File: src/rtl/ocram_arb2_pkg.sv
// Shared constants and types for the two-port on-chip RAM arbiter.
// Holds port encodings, the read-tag record and the hold-counter width helper.
package ocram_arb2_pkg;

  localparam logic PORT0 = 1'b0;
  localparam logic PORT1 = 1'b1;

  // One stage of the read-ownership pipeline.
  typedef struct packed {
    logic valid;
    logic port;
  } tag_t;

  function automatic int hold_w(input int max_hold);
    return $clog2(max_hold + 1);
  endfunction

endpackage

File: src/rtl/ocram_arb2_rr_lock.sv
// Two-way round-robin arbiter with burst lock bounded by a hold limit.
// Grant is purely combinational from req/lock and the registered last/lock/hold state.
module ocram_arb2_rr_lock
  import ocram_arb2_pkg::*;
#(
  parameter int MAX_HOLD = 16
) (
  input  logic       clk_i,
  input  logic       rst_ni,
  input  logic [1:0] req_i,
  input  logic [1:0] lock_i,
  output logic [1:0] gnt_o
);

  localparam int HW = hold_w(MAX_HOLD);
  localparam logic [HW-1:0] HOLD_LIM = HW'(MAX_HOLD - 1);

  logic          last_q, last_d;
  logic          lock_q, lock_d;
  logic [HW-1:0] hold_q, hold_d;
  logic          keep;
  logic          win;
  logic          gnt_any;
  logic          gnt_port;

  // lock_q remembers whether last cycle's grantee asked to keep the bus.
  always_comb begin
    gnt_o = 2'b00;
    win   = PORT0;
    keep  = lock_q && req_i[last_q] && (hold_q < HOLD_LIM);
    if (req_i[0] && req_i[1]) begin
      win        = keep ? last_q : ~last_q;
      gnt_o[win] = 1'b1;
    end else begin
      gnt_o = req_i;
    end
  end

  always_comb begin
    gnt_any  = |gnt_o;
    gnt_port = gnt_o[1];
    last_d   = gnt_any ? gnt_port : last_q;
    lock_d   = gnt_any ? lock_i[gnt_port] : 1'b0;
    hold_d   = '0;
    if (gnt_any && (gnt_port == last_q) && lock_q && req_i[~gnt_port]) begin
      hold_d = hold_q + HW'(1);
    end
  end

  always_ff @(posedge clk_i or negedge rst_ni) begin
    if (!rst_ni) begin
      last_q <= PORT1;
      lock_q <= 1'b0;
      hold_q <= '0;
    end else begin
      last_q <= last_d;
      lock_q <= lock_d;
      hold_q <= hold_d;
    end
  end

endmodule

File: src/rtl/ocram_arb2.sv
// Two-requester front end for a single-port on-chip RAM: arbitrates, registers the
// RAM command and steers 1-cycle-latency read data back to the requesting port.
module ocram_arb2
  import ocram_arb2_pkg::*;
#(
  parameter int DWIDTH   = 32,
  parameter int AWIDTH   = 14,
  parameter int MAX_HOLD = 16
) (
  input  logic              clk_i,
  input  logic              rst_ni,
  input  logic              m0_req_i,
  input  logic              m0_we_i,
  input  logic              m0_lock_i,
  input  logic [AWIDTH-1:0] m0_addr_i,
  input  logic [DWIDTH-1:0] m0_d_i,
  output logic              m0_gnt_o,
  output logic              m0_rvalid_o,
  output logic [DWIDTH-1:0] m0_q_o,
  input  logic              m1_req_i,
  input  logic              m1_we_i,
  input  logic              m1_lock_i,
  input  logic [AWIDTH-1:0] m1_addr_i,
  input  logic [DWIDTH-1:0] m1_d_i,
  output logic              m1_gnt_o,
  output logic              m1_rvalid_o,
  output logic [DWIDTH-1:0] m1_q_o,
  output logic              ram_ce_o,
  output logic              ram_we_o,
  output logic [AWIDTH-1:0] ram_addr_o,
  output logic [DWIDTH-1:0] ram_d_o,
  input  logic [DWIDTH-1:0] ram_q_i
);

  logic [1:0]        gnt;
  logic              gnt_any;
  logic              sel_we;
  logic [AWIDTH-1:0] sel_addr;
  logic [DWIDTH-1:0] sel_d;

  logic              ce_q, ce_d;
  logic              we_q, we_d;
  logic [AWIDTH-1:0] addr_q, addr_d;
  logic [DWIDTH-1:0] d_q, d_d;
  tag_t              tag1_q, tag1_d;
  tag_t              tag2_q;
  logic [DWIDTH-1:0] q0_q, q1_q;
  logic              rvalid0, rvalid1;

  ocram_arb2_rr_lock #(
    .MAX_HOLD(MAX_HOLD)
  ) u_arb (
    .clk_i (clk_i),
    .rst_ni(rst_ni),
    .req_i ({m1_req_i, m0_req_i}),
    .lock_i({m1_lock_i, m0_lock_i}),
    .gnt_o (gnt)
  );

  assign m0_gnt_o = gnt[0];
  assign m1_gnt_o = gnt[1];

  // Idle cycles drop ce but leave the rest of the command bus untouched.
  always_comb begin
    gnt_any  = |gnt;
    sel_we   = gnt[1] ? m1_we_i   : m0_we_i;
    sel_addr = gnt[1] ? m1_addr_i : m0_addr_i;
    sel_d    = gnt[1] ? m1_d_i    : m0_d_i;
    ce_d     = gnt_any;
    we_d     = gnt_any ? sel_we   : we_q;
    addr_d   = gnt_any ? sel_addr : addr_q;
    d_d      = gnt_any ? sel_d    : d_q;
    tag1_d   = '{valid: gnt_any && !sel_we, port: gnt[1]};
  end

  always_ff @(posedge clk_i or negedge rst_ni) begin
    if (!rst_ni) begin
      ce_q   <= 1'b0;
      we_q   <= 1'b0;
      addr_q <= '0;
      d_q    <= '0;
      tag1_q <= '0;
      tag2_q <= '0;
    end else begin
      ce_q   <= ce_d;
      we_q   <= we_d;
      addr_q <= addr_d;
      d_q    <= d_d;
      tag1_q <= tag1_d;
      tag2_q <= tag1_q;
    end
  end

  assign ram_ce_o   = ce_q;
  assign ram_we_o   = we_q;
  assign ram_addr_o = addr_q;
  assign ram_d_o    = d_q;

  // Stage 2 lines up with the cycle the RAM presents the read word.
  assign rvalid0 = tag2_q.valid && (tag2_q.port == PORT0);
  assign rvalid1 = tag2_q.valid && (tag2_q.port == PORT1);

  always_ff @(posedge clk_i or negedge rst_ni) begin
    if (!rst_ni) begin
      q0_q <= '0;
      q1_q <= '0;
    end else begin
      if (rvalid0) q0_q <= ram_q_i;
      if (rvalid1) q1_q <= ram_q_i;
    end
  end

  assign m0_rvalid_o = rvalid0;
  assign m1_rvalid_o = rvalid1;
  assign m0_q_o      = rvalid0 ? ram_q_i : q0_q;
  assign m1_q_o      = rvalid1 ? ram_q_i : q1_q;

endmodule

File: config.mk
export PLATFORM = sky130hd
export DESIGN_NAME = ocram_arb2
export DESIGN_NICKNAME = d
export VERILOG_FILES = /design/src/rtl/ocram_arb2_pkg.sv /design/src/rtl/ocram_arb2_rr_lock.sv /design/src/rtl/ocram_arb2.sv
export SDC_FILE = /design/constraint.sdc
export NUM_CORES = 1
export LEC_CHECK = 0
export ABC_AREA = 1
export ABC_CLOCK_PERIOD_IN_PS = 4000
export BUFFER_PORTS_ARGS = -buffer_cell sky130_fd_sc_hd__buf_2
export CORE_ASPECT_RATIO = 1.2
export CORE_UTILIZATION = 50
export DETAILED_ROUTE_END_ITERATION = 6
export MAX_ROUTING_LAYER = met4
export PLACE_DENSITY = 0.88
export SLEW_MARGIN = 25
export SYNTH_ARGS = -nofsm -noshare
export SYNTH_HDL_FRONTEND = slang
export SYNTH_SLANG_ARGS = --single-unit
File: constraint.sdc
create_clock -name clk_i -period 4 [get_ports clk_i]
set_input_delay 0.2 -clock clk_i [delete_from_list [all_inputs] [get_ports clk_i]]
set_output_delay 0.2 -clock clk_i [all_outputs]
set_load 0.1 [all_outputs]
# Word level (Yosys, flattened, before mapping)
# Cells that the tools add are included.
[classes]
add_sub_neg = 1
magnitude_cmp = 6
n_eq_ne = 1
muxes = 17
n_bitwise = 3
reduce_logical = 12
[op_table]
columns = ["operator", "n"]
rows = [
  ["$mux W32", 3],
  ["$mux W14", 1],
  ["$logic_and A1 B1 Y1", 10],
  ["$mux W1", 10],
  ["$lt A1 B2 Y1 const B", 4],
  ["$add A5 B1 Y5 const B", 1],
  ["$lt A5 B4 Y1 const B", 1],
  ["$mux W5", 1],
  ["$not A1 Y1", 3],
  ["$mux W2", 1],
  ["$reduce_or A2 Y1", 1],
  ["$demux W1 S1", 1],
  ["$eq A1 B1 Y1", 1],
  ["$ge A1 B1 Y1 const B", 1],
  ["$logic_not A1 Y1", 1],
]
[word_totals]
reg_bits = 123
inputBits = 132

# Longest topological paths before layout
[logic_depth]
ltp_word = 15
depth_mapped = 12
mapped_depth_nobuf = 11

# Modules after synthesis
# Synthesis repeated with hierarchy kept, for this count alone.
[hier_totals]
hier_cells = 552
area_unflattened_um2 = 5012.3
[by_module_without_submodules]
columns = ["module", "instances", "cells_each", "area_each_um2", "seq_area_each_um2"]
rows = [
  ["ocram_arb2", 1, 509, 4634.4, 2902.8],
  ["ocram_arb2_rr_lock", 1, 43, 377.9, 176.4],
]

# Least setup slack after synthesis
# Ideal clock, no wire load.
[synth_path]
path_type = "register to register"
startpoint = "register tag2_q[0] in the netlist's numbering"
endpoint = "register q0_q[0]"
setup_ns = 0.353
arrival_time_ns = 4.347
t_required_ns = 3.647
setup_slack_ns = -0.700
path_stages_with_launch = 5
period_less_slack_ns = 4.700
path_cell_list = "dfrtp_1 nor2_1 inv_2 clkbuf_1 o21ai_0"
[synth_between]
elab_chain_len = 3
[synth_lines]
columns = ["element", "line_no", "rtl"]
rows = [
  ["from (decl)", "ocram_arb2.sv:46", "tag_t tag2_q;"],
  ["from (signal assigned)", "ocram_arb2.sv:90", "tag2_q <= tag1_q;"],
  ["$not A1 Y1", "ocram_arb2.sv:100", "assign rvalid0 = tag2_q.valid && (tag2_q.port == PORT0);"],
  ["$logic_and A1 B1 Y1", "ocram_arb2.sv:100", ""],
  ["named net m0_rvalid_o", "ocram_arb2.sv:18", "output logic m0_rvalid_o,"],
  ["$mux W32", "-", ""],
  ["named net m0_q_o[0]", "ocram_arb2.sv:19", "output logic [DWIDTH-1:0] m0_q_o,"],
  ["to (signal assigned)", "ocram_arb2.sv:108", "if (rvalid0) q0_q <= ram_q_i;"],
  ["to (decl)", "ocram_arb2.sv:47", "logic [DWIDTH-1:0] q0_q, q1_q;"],
]
# The timed path passes the listed nets, and every way through them passes these cells.
# A chain may end at the register's enable or synchronous reset.

# Worst setup path in the final report
[layout_path]
startpoint = "register tag2_q[0] in the netlist's numbering"
endpoint = "output m1_q_o[23]"
[layout_between]
elab_chain_len = 2
[layout_lines]
columns = ["element", "line_no", "rtl"]
rows = [
  ["$logic_and A1 B1 Y1", "ocram_arb2.sv:101", "assign rvalid1 = tag2_q.valid && (tag2_q.port == PORT1);"],
  ["$mux W32", "ocram_arb2.sv:116", "assign m1_q_o = rvalid1 ? ram_q_i : q1_q;"],
  ["to (decl)", "ocram_arb2.sv:27", "output logic [DWIDTH-1:0] m1_q_o,"],
]
# No other way between the ends.

==> flow_summary.rst <==
.. list-table::
   :header-rows: 1

   * - Metric
     - Value
   * - Status
     - finished clean
   * - Capture endpoint of the worst hold path
     - ram_addr_o[7]
   * - Unrepaired setup endpoints after global routing
     - no
   * - Synth cell types
     - 22
   * - Worst slack after detailed placement
     - 1.83 ns
   * - Total power per unit cell area
     - 844 mW/mm^2
   * - Startpoint of the worst register-to-register path
     - u_arb.last_q
   * - Ys Warns
     - 0
   * - WP data required
     - 3.80 ns
   * - Commonest non-fill, non-tap cell in the layout
     - buf_2
   * - Via count of the first global-routing pass
     - 4388
   * - Setup repair bufs after CTS
     - 0
   * - Effective utilization at floorplan
     - 52.2%
   * - CTS H-tree lvls
     - 4
   * - Global Route met2 Usage
     - 42.5%
   * - Path type of the worst setup path
     - reg -> out
   * - Kind of capture point of the worst setup path
     - output pin
   * - Worst R2R End
     - ram_d_o[4]
   * - Detailed-placement wirelength estimate
     - 9340 um
   * - I/O pins
     - 248
   * - Post-Synthesis Mean Instance Area
     - 9.64 um^2
   * - Largest net degree at the start of global routing
     - 70
   * - Post-cts repair resize count
     - 0
   * - Max rail drop VDD
     - 0.341 mV
   * - Number of buffers added by the clock tree synthesis step
     - 17
   * - Site row count
     - 40
   * - Largest buffer count on any clock path
     - 2
   * - Hold violation total from the final report
     - 0
   * - Cell at the root of the clock tree
     - clkbuf_16
   * - Horizontal die dimension
     - 96.0 um
   * - Final #Nets
     - 923
   * - Clock latency on the worst-skew pair
     - 0.40 ns
   * - Clock slew seen by the registers of the worst setup and hold paths
     - 0.05 ns
   * - Top cell type by total area after synthesis
     - dfrtp_1
   * - Wire per inst
     - 14.2 um
   * - Count of clock tree sinks
     - 123
   * - Number of synthesized register bits
     - 123
   * - Final worst setup slack
     - 1.45 ns
   * - Post-Syn Area
     - 0.00530 mm^2
   * - Top cells by area in the synthesized netlist
     - dfrtp_1 (58%), nand2_1 (12%), nand3_2 (12%), o21ai_0 (6.1%), nand3_1 (3.6%)
   * - Tightest slew margin relative to the limit
     - 35.5%
   * - Total of fill cells in the finished design
     - 780
   * - Reported max-cap violation count
     - 0
   * - Pleak
     - 3.92 nW
   * - Utilization after layout
     - 70.3%
   * - Total congestion overflow
     - 0
   * - Register-to-register setup slack
     - 1.84 ns
   * - Final max-slew violation count
     - 0
   * - Initial DRC Count
     - 120
   * - Highest Clock Rate
     - 0.392 GHz
   * - Final setup viols
     - 0
   * - Clock tree from TritonCTS
     - built
   * - Arrival time at the worst endpoint
     - 2.35 ns
   * - Number of antenna cells inserted
     - 0
   * - Gate Count Post-Synth
     - 550
   * - Sequential element share of the synthesized area
     - 58.1%
   * - Placed Instance Area
     - 0.00656 mm^2
   * - Hold Crit Depth
     - 3
   * - Area share of the largest cell type after synthesis
     - 57.6%
   * - Height of the chip
     - 115 um
   * - Pin slew with the least headroom to its limit
     - 0.965 ns
   * - Global-route wire length before repair
     - 20400 um
   * - Final instance area
     - 0.00714 mm^2
   * - Fraction of final layout cells sized beyond drive strength 1
     - 44.0%
   * - R2R cell count
     - 9
   * - Met3 usage
     - 7.74%
   * - Kind of start point of the critical path
     - register
   * - Post-Route Hold Slack
     - 0.0175 ns
   * - Hold Crit Start
     - m1_addr_i[7]
   * - Xor-xnor portion of the synthesized cell area
     - 0.496%
   * - Area fraction in compound gates after synthesis
     - 6.28%
   * - Routability congestion estimate from global placement
     - 0.773
   * - Time the final worst path needs with I/O delays and setup
     - 2.55 ns
   * - Overall power after layout
     - 0.00603 W
   * - All-Layer GR Usage
     - 25.3%
   * - Maximum fanout along the worst path
     - 65
   * - Worst Clk Skew
     - 0.0120 ns
   * - Syn_nets
     - 683
   * - Total detailed-routing wirelength
     - 13200 um
   * - Post-Synth Simple-Gate Area
     - 28.3%
   * - Class of the tightest hold or removal check
     - in -> reg
   * - Die Outline Area
     - 0.0110 mm^2
   * - Leading cell types in the layout, fill and taps excluded
     - buf_2 (246), nand2_1 (170), dfrtp_1 (122), nand3_2 (61), o21ai_0 (44)
   * - Area added between synthesis and finish
     - 34.8%
   * - Port-buffer cells
     - 247
   * - # DRC
     - 0
   * - Post-Synth Adder-Cell Area
     - 0.236%
   * - Main combinational cell family by area after synthesis
     - simple AND/OR/NAND/NOR gates
   * - TritonRoute pass-1 iters
     - 4
   * - GR Layer Usage met1
     - 28.9%
   * - Number of antenna violations at the first check in global routing
     - 0
   * - Post-route antenna net violation count
     - 0
   * - Ratio of final minimum period to clock period
     - 63.8%
   * - Highest-utilization routing layer at the global route stage
     - met2
   * - Multiplexer fraction of the synthesized cell area
     - 0%
   * - Detail-routed via count per cell
     - 4.90
   * - Area of the core region
     - 0.0102 mm^2
   * - Total via count in the routed design
     - 4550
==> synthesized netlist by cell type <==
cell	number
nand2_1	171
dfrtp_1	122
o21ai_0	65
nand3_2	61
inv_1	38
nand3_1	38
clkbuf_1	17
buf_2	10
nor2_1	10
buf_12	3
inv_2	3
xor2_1	2
buf_1	1
buf_4	1
buf_6	1
dfstp_2	1
ha_1	1
nand2_2	1
nand4_1	1
nor2_2	1
o211ai_1	1
xnor2_1	1
==> repair_timing <==
| action | 4_1_cts | 5_1_grt |
|---|---|---|
| hold buffers | 1 | 0 |
| hold endpoints to repair | 66 | 0 |
| endpoints found under the setup margin | 0 | 0 |
==> cell families after synthesis <==
group	after synthesis
AND/OR/NAND/NOR	283
flip-flops	123
buffers and inverters	74
AO/OA/AOI/OAI	66
XOR/XNOR	3
adder cells (fa/ha/maj)	1
==> per-stage QoR <==
| stage | TNS [ns] | std cells |
|---|---|---|
| 2_1_floorplan | -13.68 | 550 |
| 3_3_place_gp | 0 | 896 |
| 3_5_place_dp | 0 | 896 |
| 4_1_cts | 0 | 929 |
| 5_1_grt | 0 | 929 |
| 6_report | 0 | 929 |
==> worst max-delay path by stage <==
stage / from / end / slack, ns / cells after the start
4_1_cts: tag2_q[1] / m0_q_o[25] / 1.38 / 6
3_3_place_gp: u_arb.last_q / m0_gnt_o / 1.90 / 7
3_5_place_dp: tag2_q[0] / m1_q_o[23] / 1.83 / 3
6_report: tag2_q[0] / m1_q_o[23] / 1.45 / 3
5_1_grt: tag2_q[1] / m0_q_o[17] / 1.18 / 6
2_1_floorplan: tag2_q[0] / q0_q[0] / -0.70 / 4
==> area by class of cell <==
| type | instances | area [um^2] | area share (%) |
|---|---|---|---|
| inverter | 41 | 154 | 2.15 |
| clock buffer | 20 | 457 | 6.39 |
| multi-input combinational | 353 | 1880 | 26.3 |
| timing repair buffer | 254 | 1290 | 18.1 |
| clock inverter | 12 | 123 | 1.72 |
| sequential | 123 | 3080 | 43.1 |
| tap | 126 | 158 | 2.21 |
==> registers in the layout, summed over array words and instances, names as in the netlist <==
register and flops:
ram_d_o 32, ram_we_o 1, q0_q 32, q1_q 32, u_arb.last_q 1, tag1_q 2, tag2_q 2, u_arb.lock_q 1
u_arb.hold_q 5, ram_addr_o 14, ram_ce_o 1
==> power breakdown <==
group	internal, W	switching [W]
clock	0.000943	0.000520
sequential	0.00152	0.0000947
combinational	0.000383	0.00256
==> worst max-delay path: stages, from the launching register on <==
cell	delay, ns
dfrtp_1	0.35
nand2_2	0.53
o21ai_0	0.55
buf_2	0.50
==> routing by layer <==
layer | vias to the layer above | wire length (um) | part of all wire (%)
li1 | 2251 | - | -
met1 | 2093 | 5380 | 41
met2 | 190 | 6590 | 50
met3 | 16 | 1000 | 7.6
met4 | 0 | 197 | 1.5
met5 | - | 0 | 0
Note: power is estimated with default switching activity, not from simulation.
